===== src/rtl/shift_rows_buf.sv =====
// shift_rows_buf
//   AES/Rijndael ShiftRows / InvShiftRows applied to a column-major state,
//   followed by a small circular output FIFO. The transform is pure wiring
//   and sits in front of the FIFO. Each entry stores {transformed data, inv}.
//   Latency is one cycle: a beat accepted at edge N is visible at the head
//   right after edge N.
//
// Parameters
//   NB    : state columns (4, 6 or 8)
//   DEPTH : FIFO entries (2, 4 or 8)
//
// Ports
//   clk, rst             : clock, async active-high reset
//   in_valid/in_ready    : input handshake
//   in_data [0:W-1]      : state, byte k = bits [8k:8k+7] = state(k%4, k/4)
//   in_inv               : 0 = ShiftRows, 1 = InvShiftRows
//   out_valid/out_ready  : output handshake
//   out_data [0:W-1]     : transformed state at FIFO head
//   out_inv              : inv flag of the head beat
//   count                : occupied entries
module shift_rows_buf #(
    parameter int NB    = 4,
    parameter int DEPTH = 2
) (
    input  logic                       clk,
    input  logic                       rst,
    input  logic                       in_valid,
    output logic                       in_ready,
    input  logic [0:32*NB-1]           in_data,
    input  logic                       in_inv,
    output logic                       out_valid,
    input  logic                       out_ready,
    output logic [0:32*NB-1]           out_data,
    output logic                       out_inv,
    output logic [$clog2(DEPTH):0]     count
);

    localparam int W  = 32*NB;
    localparam int PW = $clog2(DEPTH);
    localparam int CW = PW + 1;

    // Row offsets; NB=8 uses the wider Rijndael spacing.
    localparam int C1 = 1;
    localparam int C2 = (NB == 8) ? 3 : 2;
    localparam int C3 = (NB == 8) ? 4 : 3;

    generate
        if (!(NB == 4 || NB == 6 || NB == 8)) begin : g_bad_nb
            $error("shift_rows_buf: NB must be 4, 6 or 8");
        end
        if (!(DEPTH == 2 || DEPTH == 4 || DEPTH == 8)) begin : g_bad_depth
            $error("shift_rows_buf: DEPTH must be 2, 4 or 8");
        end
    endgenerate

    // ------------------------------------------------------------------
    // Transform: both directions are fixed byte permutations; the inv bit
    // just picks which one is written into the FIFO.
    // ------------------------------------------------------------------
    logic [0:W-1] w_fwd;
    logic [0:W-1] w_inv;
    logic [0:W-1] w_xf;

    genvar gr, gc;
    generate
        for (gr = 0; gr < 4; gr++) begin : g_row
            localparam int OFF = (gr == 0) ? 0 : (gr == 1) ? C1 : (gr == 2) ? C2 : C3;
            for (gc = 0; gc < NB; gc++) begin : g_col
                localparam int SF = (gc + OFF) % NB;
                localparam int SI = (gc - OFF + NB) % NB;
                assign w_fwd[8*(4*gc+gr) +: 8] = in_data[8*(4*SF+gr) +: 8];
                assign w_inv[8*(4*gc+gr) +: 8] = in_data[8*(4*SI+gr) +: 8];
            end
        end
    endgenerate

    assign w_xf = in_inv ? w_inv : w_fwd;

    // ------------------------------------------------------------------
    // Circular FIFO. Handshake outputs depend only on r_count, so there is
    // no combinational path between the two sides.
    // ------------------------------------------------------------------
    logic [0:W]    r_mem [DEPTH];   // bits 0..W-1 data, bit W inv
    logic [PW-1:0] r_wptr;
    logic [PW-1:0] r_rptr;
    logic [CW-1:0] r_count;
    logic          w_push;
    logic          w_pop;
    logic [0:W]    w_head;

    assign in_ready  = (r_count < CW'(DEPTH));
    assign out_valid = (r_count != '0);
    assign w_push    = in_valid && in_ready;
    assign w_pop     = out_valid && out_ready;

    assign w_head    = r_mem[r_rptr];
    assign out_data  = w_head[0:W-1];
    assign out_inv   = w_head[W];
    assign count     = r_count;

    // Storage is not reset; the head is only meaningful while out_valid.
    always_ff @(posedge clk) begin
        if (w_push) begin
            r_mem[r_wptr] <= {w_xf, in_inv};
        end
    end

    always_ff @(posedge clk or posedge rst) begin
        if (rst) begin
            r_wptr  <= '0;
            r_rptr  <= '0;
            r_count <= '0;
        end else begin
            if (w_push) begin
                r_wptr <= (r_wptr == PW'(DEPTH-1)) ? '0 : r_wptr + PW'(1);
            end
            if (w_pop) begin
                r_rptr <= (r_rptr == PW'(DEPTH-1)) ? '0 : r_rptr + PW'(1);
            end
            case ({w_push, w_pop})
                2'b10:   r_count <= r_count + CW'(1);
                2'b01:   r_count <= r_count - CW'(1);
                default: r_count <= r_count;
            endcase
        end
    end

endmodule


===== config.mk =====
export PLATFORM = sky130hd
export DESIGN_NAME = shift_rows_buf
export DESIGN_NICKNAME = d
export VERILOG_FILES = /design/src/rtl/shift_rows_buf.sv
export SDC_FILE = /design/constraint.sdc
export NUM_CORES = 1
export LEC_CHECK = 0
export CAP_MARGIN = 20
export CORE_ASPECT_RATIO = 0.75
export CORE_MARGIN = 3
export CORE_UTILIZATION = 49
export DETAILED_ROUTE_END_ITERATION = 8
export HOLD_SLACK_MARGIN = 0.15
export PLACE_DENSITY = 0.8
export SLEW_MARGIN = 10
export SYNTH_ARGS = -nofsm -noshare
export SYNTH_HDL_FRONTEND = slang
export SYNTH_SLANG_ARGS = --single-unit

===== constraint.sdc =====
create_clock -name clk -period 8.65 [get_ports clk]
set_input_delay 1.2975 -clock clk [delete_from_list [all_inputs] [get_ports clk]]
set_output_delay 1.2975 -clock clk [all_outputs]
set_load 0.01 [all_outputs]

# After elaboration in Yosys (flattened, before gate mapping)
# Memory sizes are Yosys's and may differ from the RTL's.
# Index checks and enable logic that the tools add are counted.
[classes]
n_eq_ne = 2
addsub = 4
reduce_logical = 4
magnitude_cmp = 1
mux = 6
[op_table]
columns = ["op", "n"]
rows = [
  ["120-bit 2-to-1 mux", 1],
  ["1-bit 2-to-1 mux", 4],
  ["2-bit one-hot mux with 2 select lines", 1],
  ["2-bit nonzero test", 2],
  ["1-bit adder, second input constant", 2],
  ["2-bit by 1-bit adder with 2-bit output, second input constant", 1],
  ["2-bit by 1-bit equality test with 1-bit output, second input constant", 1],
  ["2-bit equality test, second input constant", 1],
  ["1-bit logical AND", 2],
  ["2-bit less-than comparator, second input constant", 1],
  ["2-bit by 1-bit subtractor with 2-bit output, second input constant", 1],
]
[word_totals]
input_bits = 133
memories = 1
regBits = 4
ramBits = 258
[memory_table]
columns = ["name", "depth", "width", "rd", "rd_clocked_by_memory_dff", "write_ports", "line_no", "text"]
rows = [
  ["r_mem", 2, 129, 1, 0, 1, "83", "logic [0:W] r_mem [DEPTH];"],
]

# Depth between registers and ports, before layout
# Gate-level depths: netlist of the first run.
[logic_depth]
ltp_word = 4
mapped_depth = 6
ltp_nobuf = 6

# Worst setup path after synthesis of the first run
# OpenSTA, ideal clock, no wires.
[synth_path]
path_type = "input to register"
start = "in in_valid"
end = "mem r_mem[0][0] (netlist name) (enable)"
setup_time_ns = 0.619
t_arrival_ns = 6.761
path_slack_ns = 1.270
t_required_ns = 8.031
cell_stages = 2
cell_sequence = "nand2_1 -> nor2_1"
[synth_via]
elab_chain_len = 3
[synth_lines]
columns = ["element", "line_no", "text"]
rows = [
  ["from (decl)", "27", "input logic in_valid,"],
  ["1-bit logical AND", "93", "assign w_push = in_valid && in_ready;"],
  ["1-bit 2-to-1 mux", "103", "if (w_push) begin"],
  ["1-bit 2-to-1 mux (implied by the code)", "104", "r_mem[r_wptr] <= {w_xf, in_inv};"],
  ["to (decl)", "83", ""],
]
# Every way passes these cells.

# Final worst setup path of the first run
[layout_path]
start = "reg r_rptr"
end = "out out_data[15] (netlist name)"
[layout_via]
elab_chain_len = 1
[layout_lines]
columns = ["element", "line_no", "text"]
rows = [
  ["from (decl)", "85", "logic [PW-1:0] r_rptr;"],
  ["from (signal assigned)", "118", "r_rptr <= (r_rptr == PW'(DEPTH-1)) ? '0 : r_rptr + PW'(1);"],
  ["memory 2 x 129 bit", "--", ""],
  ["to (decl)", "33", "output logic [0:32*NB-1] out_data,"],
]
# Every way passes these cells.

==> results_dict.tcl, run 1 <==
set metrics [dict create \
    worst_path_largest_cell_delay_ns 1.02 \
    pre_cts_slack_ns 4.527 \
    ys_ff_latch 262 \
    n_antenna_cell 0 \
    dieArea_um2 22810 \
    syn_nets 624 \
    num_vias 5430 \
    worst-path-max-fanout 69 \
    drtIter0Drc 292 \
    grt_max_degree 70 \
    period_share 0.5409 \
    dieWidth_um 173.4 \
    setup_viol 0 \
    synth_cell_types 15 \
    critPathSlowestCell "dfrtp_4" \
    drv_slew 0 \
    antenna_found_initial 1 \
    synth_top_area_cell "edfxtp_1" \
    drc 0 \
    final_util 0.6895 \
    cap_viol_max_count 0 \
    drt-wirelength-per-cell_um 20.30 \
    clk_latency_ns 0.51 \
    status "complete, no violations" \
    post-cts-setup-buffers 0 \
    avgSynthCellArea_um2 21.02 \
    final.setup.tns_ns 0 \
    area_growth_pct 36.82 \
    gp_congestion 0.7959 \
    overflow 0 \
    peakVddDrop_mv 0.1795 \
    cts_buffers 26 \
    cts_root_buf "clkbuf_16" \
    clkTransAtPathRegs_ns 0.06 \
    grt_pass1_vias 5906 \
    cts_htree_levels 1 \
    worstSetupEndpointType "primary output" \
    synth_sequential_area_ratio 0.7619 \
    p_per_area_nw_per_um2 307.0 \
    netlist.area_leader.share 0.7522 \
    netlist_top_cells_area "edfxtp_1, mux2_2, buf_6" \
    grt_use_total 0.1854 \
    grt_pass1_wl_um 33500 \
    crit_family "buffers and inverters" \
    cts_tree "yes" \
    drt_wl_total_um 21700 \
    startpoint_type "register" \
    nNetsFinal 901 \
    worst_slew_pin_slew_ns 0.9652 \
    fin_skew_ns 0.01114 \
    hold_buffers 0 \
    rows 45 \
    dp_hpwl_um 14060 \
    detail_route.first_pass.iterations 4 \
    cp.buffers_inverters 2 \
    min_path_type "register to register" \
    layout_min_cycle_time_ns 4.679 \
    die_y_um 131.6 \
    cts_resized 0 \
    fmax_ghz 0.2137 \
    setup_slack_ns 3.971 \
    critPathKind "register to primary output" \
    start_util 0.5039 \
    coreArea_um2 20440 \
    ant_nets 0 \
    worstPathCellList "buf_4 -> mux2_2 -> clkdlybuf4s50_1" \
    clock-sinks 262 \
    p_leak_nw 4.733 \
    synth_warnings 0 \
    io_buffers 265 \
    rsz0062_at_grt "false" \
    required_ns 7.35 \
    synth_cells 490 \
    top_level_ports 266 \
    critPathArrivalTime_ns 3.38 \
    syn_area_um2 10300 \
    slew_headroom 0.3566 \
    clockBufferDepth 3 \
    hold_violations 0 \
    drive_gt1_frac 0.3075 \
    via_per_inst 5.080 \
]
==> cells in the mapped netlist <==
cell,number
xor2_1,1
nor2_1,2
buf_2,4
xnor2_1,4
or2_2,1
nand2_1,1
inv_1,2
and2_1,1
buf_4,7
mux2_2,193
dfrtp_1,4
ha_1,1
buf_6,10
and3_1,1
edfxtp_1,258
==> state kept, by name, summed over array words and instances (netlist names) <==
register  cells
r_rptr        1
r_wptr        1
r_mem       258
count         2
==> power breakdown <==
| part | switching [mW] | internal (mW) |
|---|---|---|
| combinational | 0.569 | 0.776 |
| clock | 0.445 | 0.746 |
| sequential | 0.119 | 1.67 |
| total | 1.13 | 3.19 |
==> worst paths after layout <==
check,cells after the start,to,slack [ns],start
min in group asynchronous,2,r_rptr,0.99,rst
max in group asynchronous,2,r_rptr,7.48,rst
setup / recovery,3,out_data[15],3.97,r_rptr
hold reg to reg,1,count[0],0.56,count[0]
setup reg to reg,5,r_mem[0][90],5.82,count[1]
hold / removal,1,count[0],0.56,count[0]
==> metrics by stage <==
| step | power, mW | hold WS, ns | area (µm²) | instances |
|---|---|---|---|---|
| after global placement | 3.129 | 0.5196 | 13170 | 1021 |
| after floorplan | 2.525 | 0.4604 | 10300 | 490 |
| after CTS | 4.375 | 0.5632 | 14090 | 1069 |
| final | 4.326 | 0.5630 | 14090 | 1069 |
| after global routing | 4.515 | 0.5755 | 14090 | 1069 |
| after detailed placement | 3.163 | 0.5502 | 13170 | 1021 |
==> layout make-up <==
cell class	count	area, µm²
fill	1314	6346
inverter	2	7.507
sequential	262	7851
timing repair buffer	270	2685
clock inverter	18	236.5
tap	282	352.8
clock buffer	30	686.9
multi-input combinational	205	2272
==> per-layer routing <==
metal  vias to the layer above  GRT usage  wire [µm]  part of all wire
met2                       213     0.2956      10060              0.46
li1                       2505          -          -                 -
met4                         2    0.03915        424             0.020
met3                        33    0.06586       1894             0.087
met1                      2677     0.2481       9310              0.43
met5                         -          0         13           0.00060
==> cell families (layout without fill, tap and decap cells) <==
| family | after synthesis | after routing | share of synthesized area |
|---|---|---|---|
| and+or+nand+nor | 6 | 6 | 0.002917 |
| DFF | 262 | 262 | 0.7619 |
| adders and majority gates | 1 | 1 | 0.001215 |
| buffers and inverters | 23 | 320 | 0.01871 |
| muxes | 193 | 193 | 0.2110 |
| xor gates and xnor gates | 5 | 5 | 0.004252 |
==> cells in the final DEF, fill, tap and decap left out <==
master / instances
or2_2: 1
buf_4: 5
edfxtp_1: 258
clkbuf_16: 27
buf_2: 1
nand2_1: 1
inv_1: 2
dfrtp_4: 1
dfrtp_1: 3
and2_1: 1
clkinv_1: 6
nor2_1: 1
clkinv_2: 5
clkdlybuf4s50_1: 264
and3_4: 1
xor2_1: 1
mux2_2: 193
nor2_4: 1
xnor2_1: 4
ha_1: 1
bufinv_16: 6
clkinv_4: 1
clkbuf_1: 3
Power figures use the tool's default switching activity.
==> inputs of run 2 (changes only) <==
- clock period: 8.65 -> 4.82 ns (I/O delays scaled with it)
==> results_dict.tcl, run 2 (same netlist as run 1, synthesis figures left out) <==
set metrics [dict create \
    startpoint_type "register" \
    antenna_found_initial 0 \
    drtIter0Drc 410 \
    die_y_um 131.6 \
    detail_route.first_pass.iterations 6 \
    grt_max_degree 101 \
    io_buffers 265 \
    cts_htree_levels 1 \
    cts_resized 0 \
    layout_min_cycle_time_ns 3.451 \
    regToRegSetupSlack_ns 2.74 \
    final_util 0.6820 \
    num_vias 5536 \
    hold_violations 0 \
    nNetsFinal 901 \
    worst_slew_pin_slew_ns 1.042 \
    start_util 0.5039 \
    n_antenna_cell 0 \
    placed_area_um2 13190 \
    final_area_um2 13940 \
    overflow 0 \
    finalPower_mw 7.484 \
    rr_startpoint "count[1]" \
    fmax_ghz 0.2898 \
    dieArea_um2 22810 \
    coreArea_um2 20440 \
    ant_nets 0 \
    top_level_ports 266 \
    final_cell_mix "clkdlybuf4s50_1, edfxtp_1, mux2_2" \
    critPathArrivalTime_ns 2.73 \
    drc 0 \
    min_path_type "input port to asynchronous set/reset pin" \
    drt-wirelength-per-cell_um 20.77 \
    drt_wl_total_um 22130 \
    required_ns 4.10 \
    post-cts-setup-buffers 0 \
    cap_viol_max_count 0 \
    dp.cells 1022 \
    clock-sinks 262 \
    period_share 0.7159 \
    area_growth_pct 35.33 \
    setup_viol 0 \
    regMostFlops "r_mem" \
    critPathKind "register to primary output" \
    clkTransAtPathRegs_ns 0.06 \
    slew_headroom 0.3052 \
    dieWidth_um 173.4 \
    worstSetupEndpointType "primary output" \
    drv_slew 0 \
    worst-path-max-fanout 100 \
    hold_buffers 0 \
    cts_tree "yes" \
    pre_cts_slack_ns 1.901 \
    grt_use_total 0.1884 \
    dp_hpwl_um 14300 \
    rsz0062_at_grt "false" \
    clockBufferDepth 3 \
    peakVddDrop_mv 0.3465 \
    p_leak_nw 4.654 \
    setup_slack_ns 1.369 \
    drive_gt1_frac 0.2989 \
    status "complete, no violations" \
    hold_slack_ns 0.4261 \
    grt_pass1_vias 5890 \
    cts_root_buf "clkbuf_16" \
    rows 45 \
    clk_latency_ns 0.50 \
    regToRegEndpoint "r_mem[0][3]" \
    grt_pass1_wl_um 34020 \
    ff2ff_path_depth 4 \
    via_per_inst 5.198 \
    final.setup.tns_ns 0 \
    gp_congestion 0.8128 \
    largest_reg_flops 258 \
    final_common_cell "clkdlybuf4s50_1" \
    final_cells 1065 \
    fin_skew_ns 0.01312 \
    p_per_area_nw_per_um2 536.9 \
    cts_buffers 25 \
]
==> run 2: cell types whose count changed in the layout (fill, tap and decap cells not counted) <==
cell / delta
clkbuf_1: +5
clkinv_1: -1
clkinv_4: -1
clkbuf_16: -2
clkinv_2: -2
bufinv_16: -4
buf_12: +1
==> run 2: worst max-delay path by stage <==
stage | startpoint | end
finish | r_rptr | out_data[111]
global route | r_rptr | out_data[47]
global placement | r_rptr | out_data[111]
floorplan | in_valid | r_mem[0][0]
CTS | r_rptr | out_data[111]
detailed placement | r_rptr | out_data[107]
==> run 2: layer usage <==
metal | wire length, µm | share of wire | global-route usage | vias to the layer above
met2 | 10350 | 0.47 | 0.3046 | 238
met1 | 9588 | 0.43 | 0.2593 | 2771
li1 | - | - | - | 2499
met3 | 1770 | 0.080 | 0.05084 | 28
met4 | 418 | 0.019 | 0.04005 | 0
met5 | 0 | 0 | 0 | -
==> run 2: cell type report <==
class / instances / area, µm²
flip-flops and latches: 262 / 7851
fillers: 1292 / 6500
repair buffers: 271 / 2705
multi-input cells: 205 / 2272
clock buffers: 33 / 655.6
well taps: 282 / 352.8
clock inverters: 10 / 93.84
inverters: 2 / 7.507
==> run 2: where the power goes <==
part           switching, mW  internal (mW)
sequential             0.154           3.00
clock                  0.776           1.06
combinational           1.10           1.40
==> run 2: critical path, stage by stage, from the launching register on <==
cell and delay, ns:
dfrtp_4 0.70, buf_12 0.50, mux2_2 0.43, clkdlybuf4s50_1 0.51
